File: config.mk
export PLATFORM = sky130hd
export DESIGN_NAME = candidate_buffer_ctrl
export DESIGN_NICKNAME = d
export VERILOG_FILES = /design/src/rtl/fme_ctrl_pkg.sv /design/src/rtl/valid_shadow_chain.sv /design/src/rtl/candidate_buffer_ctrl.sv
export SDC_FILE = /design/constraint.sdc
export NUM_CORES = 1
export LEC_CHECK = 0
export CAP_MARGIN = 20
export CORE_UTILIZATION = 40
export CTS_BUF_LIST = sky130_fd_sc_hd__clkbuf_8
export CTS_CLUSTER_DIAMETER = 40
export CTS_CLUSTER_SIZE = 30
export DETAILED_ROUTE_END_ITERATION = 7
export SYNTH_ARGS = -nofsm -noshare
export SYNTH_HDL_FRONTEND = slang
export SYNTH_SLANG_ARGS = --single-unit
File: constraint.sdc
create_clock -name i_clock -period 4.3 [get_ports i_clock]
set_input_delay 0.645 -clock i_clock [delete_from_list [all_inputs] [get_ports i_clock]]
set_output_delay 0.645 -clock i_clock [all_outputs]
set_load 0.005 [all_outputs]
File: src/rtl/fme_ctrl_pkg.sv
// Shared FSM encoding and default depth for the FME best-candidate buffer and its controller.
// The buffer instantiation uses DEPTH_DEF too, so the two depths cannot diverge.
package fme_ctrl_pkg;

   localparam int DEPTH_DEF = 8;

   typedef enum logic [1:0] {
      IDLE   = 2'd0,
      ACTIVE = 2'd1,
      DRAIN  = 2'd2
   } state_t;

endpackage

File: src/rtl/valid_shadow_chain.sv
// Valid/last shadow of the candidate buffer plus occupancy counter; state moves one stage per i_shift.
// Holds on no shift; i_clear empties everything and takes priority over i_shift, i_inc and i_dec.
module valid_shadow_chain
   import fme_ctrl_pkg::*;
#(
   parameter int DEPTH = DEPTH_DEF,
   parameter int OCC_W = 4
) (
   input  logic             i_clock,
   input  logic             i_reset,
   input  logic             i_clear,
   input  logic             i_shift,
   input  logic             i_in_vld,
   input  logic             i_in_lst,
   input  logic             i_inc,
   input  logic             i_dec,
   output logic [DEPTH-1:0] o_vld,
   output logic [DEPTH-1:0] o_lst,
   output logic [OCC_W-1:0] o_occ
);

   logic [DEPTH-1:0] r_vld;
   logic [DEPTH-1:0] r_lst;
   logic [OCC_W-1:0] r_occ;

   always_ff @(posedge i_clock or negedge i_reset) begin
      if (!i_reset) begin
         r_vld <= '0;
         r_lst <= '0;
         r_occ <= '0;
      end else if (i_clear) begin
         r_vld <= '0;
         r_lst <= '0;
         r_occ <= '0;
      end else begin
         if (i_shift) begin
            r_vld <= {r_vld[DEPTH-2:0], i_in_vld};
            r_lst <= {r_lst[DEPTH-2:0], i_in_lst};
         end
         // Count tracks entries in and out, so no popcount over r_vld is needed.
         if (i_inc && !i_dec)
            r_occ <= r_occ + OCC_W'(1);
         else if (i_dec && !i_inc)
            r_occ <= r_occ - OCC_W'(1);
      end
   end

   assign o_vld = r_vld;
   assign o_lst = r_lst;
   assign o_occ = r_occ;

endmodule

File: src/rtl/candidate_buffer_ctrl.sv
// Enable/valid sequencer for the FME candidate delay buffer: a set appears at the output DEPTH shifts after acceptance.
// A held output (out_valid & ~out_ready) freezes every stage and drops in_ready; DRAIN blocks input until empty.
module candidate_buffer_ctrl
   import fme_ctrl_pkg::*;
#(
   parameter int DEPTH = DEPTH_DEF,
   parameter int OCC_W = 4,
   parameter int CNT_W = 16
) (
   input  logic             i_clock,
   input  logic             i_reset,
   input  logic             i_abort,
   input  logic             i_in_valid,
   input  logic             i_in_last,
   output logic             o_in_ready,
   input  logic             i_out_ready,
   output logic             o_out_valid,
   output logic             o_out_last,
   output logic             o_buf_enable,
   output logic [OCC_W-1:0] o_occupancy,
   output logic [CNT_W-1:0] o_sets_count,
   output logic             o_done
);

   state_t           r_state;
   logic             r_run;
   logic             r_done;
   logic [CNT_W-1:0] r_cnt;

   logic [DEPTH-1:0] w_vld;
   logic [DEPTH-1:0] w_lst;
   logic             w_adv;
   logic             w_in_ready;
   logic             w_in_fire;
   logic             w_out_fire;
   logic             w_shift;

   assign w_adv      = r_run & (~w_vld[DEPTH-1] | i_out_ready);
   assign w_in_ready = w_adv & (r_state != DRAIN);
   assign w_in_fire  = i_in_valid & w_in_ready;
   assign w_out_fire = w_vld[DEPTH-1] & i_out_ready & w_adv;
   assign w_shift    = w_adv & (w_in_fire | w_out_fire | ((r_state == DRAIN) & (|w_vld)));

   valid_shadow_chain #(
      .DEPTH (DEPTH),
      .OCC_W (OCC_W)
   ) u_chain (
      .i_clock  (i_clock),
      .i_reset  (i_reset),
      .i_clear  (i_abort),
      .i_shift  (w_shift),
      .i_in_vld (w_in_fire),
      .i_in_lst (w_in_fire & i_in_last),
      .i_inc    (w_in_fire),
      .i_dec    (w_out_fire),
      .o_vld    (w_vld),
      .o_lst    (w_lst),
      .o_occ    (o_occupancy)
   );

   always_ff @(posedge i_clock or negedge i_reset) begin
      if (!i_reset) begin
         r_state <= IDLE;
         r_run   <= 1'b0;
         r_done  <= 1'b0;
         r_cnt   <= '0;
      end else begin
         r_run <= 1'b1;
         if (i_abort) begin
            r_state <= IDLE;
            r_done  <= 1'b0;
         end else begin
            r_done <= w_out_fire & w_lst[DEPTH-1];
            if (w_out_fire)
               r_cnt <= r_cnt + CNT_W'(1);
            case (r_state)
               IDLE, ACTIVE: begin
                  if (w_in_fire)
                     r_state <= i_in_last ? DRAIN : ACTIVE;
               end
               DRAIN: begin
                  // Input is blocked here, so an empty chain means the last set has left.
                  if (w_vld == '0)
                     r_state <= IDLE;
               end
               default: r_state <= IDLE;
            endcase
         end
      end
   end

   assign o_in_ready   = w_in_ready;
   assign o_out_valid  = w_vld[DEPTH-1];
   assign o_out_last   = w_lst[DEPTH-1] & w_vld[DEPTH-1];
   assign o_buf_enable = w_shift & ~i_abort;
   assign o_sets_count = r_cnt;
   assign o_done       = r_done;

endmodule

=== Yosys cells after proc, flatten, opt, wreduce, memory -nomap -nowiden ===
Index checks and enable logic that the tools add are counted.

* Register bits after elaboration: 40
* Bits in latches: 0
* Memory bits (writable): 0
* Memory bits (read-only): 0
* Bits of input ports: 6
* Output and inout bits: 25
* Memories: 0

* $add $sub $neg: 3
* Multiply operators: 0
* Divide/modulo/power cells: 0
* Order comparisons: 0
* Equal/unequal tests: 5
* Shifts and indexed selects: 0
* Mux-type cells: 13
* Bitwise gates (word level): 16
* Reduce and logical (&&, ||, !) cells: 12

{| class="wikitable"
|+ Operators with widths
! kind !! number
|-
| $mux 8 || 4
|-
| $add 16x1->16 const B || 1
|-
| $mux 4 || 3
|-
| $and 1x1->1 || 11
|-
| $logic_not 8->1 || 1
|-
| $mux 2 || 4
|-
| $reduce_or 8->1 || 1
|-
| $ne 3x2->1 const B || 2
|-
| $add 4x1->4 const B || 1
|-
| $pmux 2 s2 || 1
|-
| $reduce_and 2->1 || 2
|-
| $sub 4x1->4 const B || 1
|-
| $or 1x1->1 || 3
|-
| $reduce_bool 3->1 || 1
|-
| $eq 2x1->1 const B || 1
|-
| $eq 2x2->1 const B || 1
|-
| $logic_and 1x1->1 || 2
|-
| $logic_not 1->1 || 2
|-
| $logic_not 2->1 || 1
|-
| $ne 2x2->1 const B || 1
|-
| $not 1->1 || 2
|-
| $reduce_bool 2->1 || 1
|-
| $reduce_or 2->1 || 1
|-
| $mux 1 || 1
|}

=== Longest topological paths before layout ===
Gate-level depths: netlist of run 1.

* Word-level depth: 10
* Gate-level depth with buffers: 8
* Mapped depth without buffers: 8

=== By module ===
A second synthesis of run 1 with hierarchy kept.

* Cells, all modules: 168
* Area total of the unflattened synthesis: 1884.3 µm²

{| class="wikitable"
|+ Modules (own cells, without submodules)
! module !! times used !! cells each !! area an instance (µm²)
|-
| candidate_buffer_ctrl || 1 || 86 || 965.9
|-
| valid_shadow_chain || 1 || 82 || 918.4
|}

=== Worst setup path after synthesis of run 1 ===
Ideal clock, no wire load.

* Path type: input-to-output
* From: in i_out_ready
* To: out o_buf_enable
* Data arrival time: 1524 ps
* Path slack: 2131 ps
* Stages: 4
* Path buffers: 0
* Cells stage by stage: and3_1 -> nor3_1 -> a311oi_4 -> nor2b_1

* Longest elaborated chain between the ends: 8
* Elaborated cells on any way between the ends: 10
* Classes of those cells: 10 x bitwise

{| class="wikitable"
|+ Ends and longest elaborated chain
! element !! line !! source
|-
| start, declared || candidate_buffer_ctrl.sv:16 || <nowiki>input logic i_out_ready,</nowiki>
|-
| $or 1x1->1 || candidate_buffer_ctrl.sv:38 || <nowiki>assign w_adv = r_run & (~w_vld[DEPTH-1] | i_out_ready);</nowiki>
|-
| $and 1x1->1 || candidate_buffer_ctrl.sv:38 ||
|-
| $and 1x1->1 || candidate_buffer_ctrl.sv:39 || <nowiki>assign w_in_ready = w_adv & (r_state != DRAIN);</nowiki>
|-
| $and 1x1->1 || candidate_buffer_ctrl.sv:40 || <nowiki>assign w_in_fire = i_in_valid & w_in_ready;</nowiki>
|-
| $or 1x1->1 (2 in series) || candidate_buffer_ctrl.sv:42 || <nowiki>assign w_shift = w_adv & (w_in_fire | w_out_fire | ((r_state == DRAIN) & (|w_vld)));</nowiki>
|-
| $and 1x1->1 * || candidate_buffer_ctrl.sv:42 ||
|-
| $and 1x1->1 * || candidate_buffer_ctrl.sv:95 || <nowiki>assign o_buf_enable = w_shift & ~i_abort;</nowiki>
|-
| end, declared || candidate_buffer_ctrl.sv:19 || <nowiki>output logic o_buf_enable,</nowiki>
|}

Mark *: on every way between the ends. The rest lies on a longest branch, timed or not.

=== Worst setup path after layout of run 1 ===
Ends and elaborated chain as after synthesis.

==> run metrics, run 1 <==
routed wire length=~3.7 mm; CTS tree=built; Max Cap Violations=0; Die Height=72.04 um; Worst R2R Start=r_state[1]; fin cells=273; Num Clock Sinks=40; Synth cell types=38; FF-to-FF setup slack=~2.1 ns; Worst-path clk slew=about 0.07 ns; hpwl dp=around 2.6 mm; Worst setup SP type=primary input; CP startpoint=i_out_ready; Synth Warn #=0; gpl congestion=around 0.84; vias in the first global route=roughly 1300; Tcrit/Tclk final=between 70% and 80%; Mapped Area=1962 um^2; Tmin final=approximately 3.3 ns; Req. time, crit path=~3.7 ns; top cells by area, synth=dfrtp_1, mux2i_1, nand2b_1; Worst Tran Pin Value=a little under 0.9 ns; share of the synthesized area in the top cell type=51.02%; Finished Cell Area=2404 um^2; drt pass-1 iters=4; worst-skew pair later-pin latency=~0.28 ns; TritonCTS buffer count=5; Crit Path Class=primary input to output pin; Vias=between 1000 and 1500; CP max-delay cell=clkdlybuf4s50_1; Pint=around 530 uW; power share of the clock group=between 30% and 40%; crit-path max cell delay=0.55 ns; starting density of the core=just over 40%; post-cts sizing count=0; Buffers & Inverters on Critical Path=3; Layout Skew=about 0.0043 ns; placed cell area=approximately 2300 um^2; Synth area leader=dfrtp_1; synthesized area per cell=11.41 um^2; Overflow after GRT=0; # port buffers=30; Max IR drop VDD=around 0.00020 V; hold buffer count at CTS=0; sw frac=about a quarter; vias per cell=approximately 4.8; sequential fraction of the synthesis area=51.02%; Max FO, Critical Path=16; post-CTS setup repair buffer count=0; final hold violation count=0; DRT iter0 DRCs=61; most frequent cells in the layout=dfrtp_1, clkdlybuf4s50_1, nand2b_1, mux2i_1, nor2_1; Flop pwr share=between 50% and 60%; Die ar.=around 5200 um^2; Mapped Cells=about 170; layout cells sized above 1=under 10%; Pwr per Cell Area=around 290 nW/um^2; CP arrival=about 2.7 ns; Core Area=about 4700 um^2; I/O pin count=31; Crit. End Element=output pin; Row Count=25; Yosys reg bits=40; largest net degree at the start of global routing=41; Reg2Reg Depth=8; endpoints failing setup=0; Final ANT Viol Nets=0; Gate power share=between 10% and 20%; leak pwr=approximately 1.1 nW; Crit path max-delay family=buffers and inverters; HP Class=primary input to async pin; GRT Overall Usage=16.03%; Clock Tree Root=clkbuf_8; DRC=0; unrepaired setup endpoints after global routing=false; initial antenna violation count=0; TNS Setup=0 ns; synthesized net count=about 180; WL/cell=approximately 14 um; Diodes inserted=0; Switching Power=between 150 and 200 uW; end of the worst register-to-register path=u_chain.o_occ[3]; most common cell after layout, fill and taps aside=dfrtp_1; critical path, cell by cell=clkdlybuf4s50_1, and3_1, nor3_1, a311oi_4, buf_4, nor2b_1, clkdlybuf4s50_1; H-tree depth=2; relative slew slack=42.05%; most frequent CP cell=clkdlybuf4s50_1; dpl cells=roughly 270; Max Clk Rate=approximately 0.3 GHz; die width=slightly above 70 um; Area Overhead vs Synth=22.51%; fin nets=between 200 and 250; clk buf depth=2; Pins Over Slew Limit=0; first-pass GRT wire length=between 6 and 7 mm; outcome=completed
-- cell usage after synthesis --
cell type   n
fa_1        1
buf_6       2
nand2_1     8
inv_1       4
nand4_1     3
clkbuf_1    3
and2_1      2
and4_1      3
conb_1      1
and2b_2     1
a311oi_4    1
nor2_4      1
nor2_1     14
or4_1       1
mux2_2      5
o32a_1      1
and3_1      1
nor2b_1     3
nor3_1      2
o32ai_1     1
nand2b_1   16
ha_1        3
and4b_1     1
xnor2_1    10
nand4b_1    1
nand3_1     7
o21ai_0     1
dfrtp_1    40
or2b_1      2
or4_4       1
nor3b_1     1
a21o_1      1
xor2_1      6
o21a_1      1
nor4_1      2
a21oi_1     4
or2_2       1
mux2i_1    16
-- worst register-to-register path, cell delays in order, from the launching register on --
cell	delay, ns
dfrtp_1	0.40
nand2b_1	0.17
and4b_1	0.29
inv_1	0.08
ha_1	0.27
a21o_1	0.15
a21oi_1	0.17
mux2i_1	0.22
mux2_2	0.35
-- layout make-up --
class / instances / area (um^2)
clock buffers: 5 / 68.82
clock inverters: 2 / 12.51
fillers: 422 / 2320
inverters: 4 / 15.01
multi-input cells: 123 / 912.1
flip-flops and latches: 40 / 1001
well taps: 67 / 83.83
repair buffers: 32 / 310.3
-- logic make-up after synthesis --
| kind of cell | share of synthesized area [%] |
|---|---|
| xor gates and xnor gates | 7.143 |
| and+or+nand+nor | 20.86 |
| muxes | 11.03 |
| other | 0.1911 |
| adders and majority gates | 2.934 |
| DFF | 51.02 |
| AOI/OAI and AO/OA | 4.337 |
| buffers and inverters | 2.487 |
-- flip-flops by register name, indices dropped and copies added, names as in the netlist --
register / count
r_run: 1
r_state: 2
u_chain.o_lst: 8
o_sets_count: 16
u_chain.o_vld: 8
u_chain.o_occ: 4
o_done: 1
-- power by group through the flow --
stage          logic, mW  registers [mW]  clock network, mW
2_1_floorplan     0.0430           0.394                  0
3_3_place_gp      0.0685           0.394                  0
3_5_place_dp      0.0709           0.395                  0
4_1_cts           0.0715           0.387              0.244
5_1_grt           0.0780           0.388              0.261
6_report          0.0698           0.387              0.232
-- layer usage --
| layer | share of wire [%] | GRT usage [%] |
|---|---|---|
| met5 | 0 | 0 |
| met3 | 4.3 | 5.000 |
| met4 | 1.1 | 5.229 |
| met1 | 48 | 21.18 |
| met2 | 46 | 25.26 |
-- worst max path at each step --
stage	end	slack, ns	cells after the start
2_1_floorplan	o_buf_enable	2.13	4
3_3_place_gp	o_buf_enable	1.01	7
3_5_place_dp	o_buf_enable	0.96	7
4_1_cts	o_buf_enable	0.94	7
5_1_grt	o_buf_enable	0.84	7
6_report	o_buf_enable	0.96	7
-- per-stage QoR --
| step | total power [mW] | utilization (%) | hold slack, ns | worst slack (ns) |
|---|---|---|---|---|
| floorplan | 0.4367 | - | 0.3494 | 2.131 |
| detailed placement | 0.4655 | 49.17 | 0.4640 | 0.9589 |
| finish | 0.6887 | 50.89 | 0.4727 | 0.9614 |
| global placement | 0.4625 | 49.17 | 0.4653 | 1.014 |
| global route | 0.7270 | 50.89 | 0.5218 | 0.8364 |
| CTS | 0.7022 | 50.89 | 0.4831 | 0.9449 |
Power figures use the tool's default switching activity.
==> inputs of run 2 (changes only) <==
Clock period 4.3 ns to 3.4 ns, I/O delays scaled along.
==> run 2 against run 1 <==
Compared with the run above:
- critical path depth decreased by 1
- largest power group unchanged
- clock power is 82% higher
- core utilization rose by 0.95 points
- flip-flop and latch count did not move
- final area is 1.9% higher
- register-to-register slack got worse by 0.91 ns
- worst setup slack got worse by 0.38 ns
- via count up 4.2%
- combinational power increased by 27%
- hold slack got worse by 0.14 ns
- wire length is 1.2% higher
==> run metrics, run 2 (synthesis gave the netlist of run 1 again) <==
Worst setup SP type=primary input; crit-path max cell delay=0.55 ns; # port buffers=30; Worst-path clk slew=about 0.070 ns; Worst Tran Pin Value=just under 0.9 ns; outcome=completed; DRC=0; starting density of the core=between 40% and 50%; setup slack at placement=approximately 0.56 ns; largest net degree at the start of global routing=41; Tcrit/Tclk final=roughly 83%; most frequent cells in the layout=dfrtp_1, clkdlybuf4s50_1, nand2b_1, mux2i_1, nor2_1; fin nets=approximately 220; Max IR drop VDD=about 0.00023 V; PnR worst setup slack=between 0.5 and 0.6 ns; critical path, cell by cell=clkdlybuf4s50_1, and3_1, nor3_1, a311oi_4, nor2b_1, clkdlybuf4s50_1; end of the worst register-to-register path=u_chain.o_occ[3]; Die Height=around 70 um; most common cell after layout, fill and taps aside=dfrtp_1; Num Clock Sinks=40; post-CTS setup repair buffer count=0; Crit Path Class=primary input to output pin; Max Clk Rate=around 0.35 GHz; Worst R2R Start=r_state[1]; Row Count=25; H-tree depth=2; CP arrival=roughly 2.3 ns; hold buffer count at CTS=0; DRT iter0 DRCs=~70; CTS tree=built; Diodes inserted=0; Die ar.=5189 um^2; Buffers & Inverters on Critical Path=2; endpoints failing setup=0; first-pass GRT wire length=~6.4 mm; fin cells=about 270; Worst Hold Slack=0.3333 ns; HP Class=primary input to async pin; Area Overhead vs Synth=24.81%; layout cells sized above 1=between 10% and 20%; Final ANT Viol Nets=0; routed wire length=roughly 3.8 mm; Pwr per Cell Area=roughly 410 nW/um^2; vias per cell=around 5; dpl cells=~270; GRT Overall Usage=16.26%; hpwl dp=2.580 mm; Crit. End Element=output pin; final hold violation count=0; I/O pin count=31; TritonCTS buffer count=5; final core utilization=approximately 52%; post-cts sizing count=0; Req. time, crit path=2.89 ns; Max FO, Critical Path=5; most frequent CP cell=clkdlybuf4s50_1; Vias=about 1400; CP max-delay cell=clkdlybuf4s50_1; leak pwr=1.088 nW; Pins Over Slew Limit=0; unrepaired setup endpoints after global routing=false; Largest register FFs=16; fillers=~420; Layout Skew=0.004117 ns; Tmin final=roughly 2.8 ns; Crit path max-delay family=buffers and inverters; gpl congestion=0.7817; die width=72.04 um; Max Cap Violations=0; Clock Tree Root=clkbuf_8; vias in the first global route=between 1000 and 1500; relative slew slack=between 40% and 50%; initial antenna violation count=0; WL/cell=13.69 um; FF-to-FF setup slack=roughly 1.2 ns; drt pass-1 iters=4; Overflow after GRT=0; Reg2Reg Depth=8; clk buf depth=2; Core Area=roughly 4700 um^2; worst-skew pair later-pin latency=0.29 ns; TNS Setup=0 ns
[run 2: cell count changes in the layout (fill, tap and decap cells not counted), sizes merged]
cell / before / now
bufinv: 0 / 1
clkbuf: 5 / 7
clkinv: 1 / 0
clkinvlp: 1 / 0
[run 2: worst max-delay path by stage]
stage	start	end	slack (ns)	cells past startpoint
2_1_floorplan	u_chain.o_vld[7]	u_chain.o_occ[3]	1.31	8
3_3_place_gp	i_out_ready	o_buf_enable	0.68	6
3_5_place_dp	i_out_ready	o_buf_enable	0.56	6
4_1_cts	i_out_ready	o_buf_enable	0.55	6
5_1_grt	i_out_ready	o_buf_enable	0.48	6
6_report	i_out_ready	o_buf_enable	0.58	6
[run 2: power by group]
part           leakage (nW)  internal [mW]  switching, mW  total, mW
sequential            0.553          0.483        0.00673      0.490
combinational         0.471         0.0437         0.0451     0.0888
clock                0.0645          0.259          0.164      0.423
[run 2: through the flow]
stage	instance area (um^2)	total power, mW
3_5_place_dp	2322	0.5889
5_1_grt	2449	1.045
6_report	2449	1.002
2_1_floorplan	1962	0.5524
4_1_cts	2449	1.011
3_3_place_gp	2322	0.5858
[run 2: final cells by class]
type                       instances  area, um^2  share of cell area, %
clock buffer                       7       96.34                  3.935
sequential                        40        1001                  40.88
timing repair buffer              32       310.3                  12.67
multi-input combinational        123       912.1                  37.25
clock inverter                     1       30.03                  1.226
inverter                           4       15.01                 0.6132
tap                               67       83.83                  3.424
[run 2: per-layer routing]
metal  part of all wire (%)  wire length (um)  track usage, %  vias up
met4                    1.6                61           6.536        0
met1                     48              1797           20.31      689
met3                    3.5               132           5.139        5
met5                      0                 0               0        -
li1                       -                 -               -      652
met2                     47              1759           26.31       27
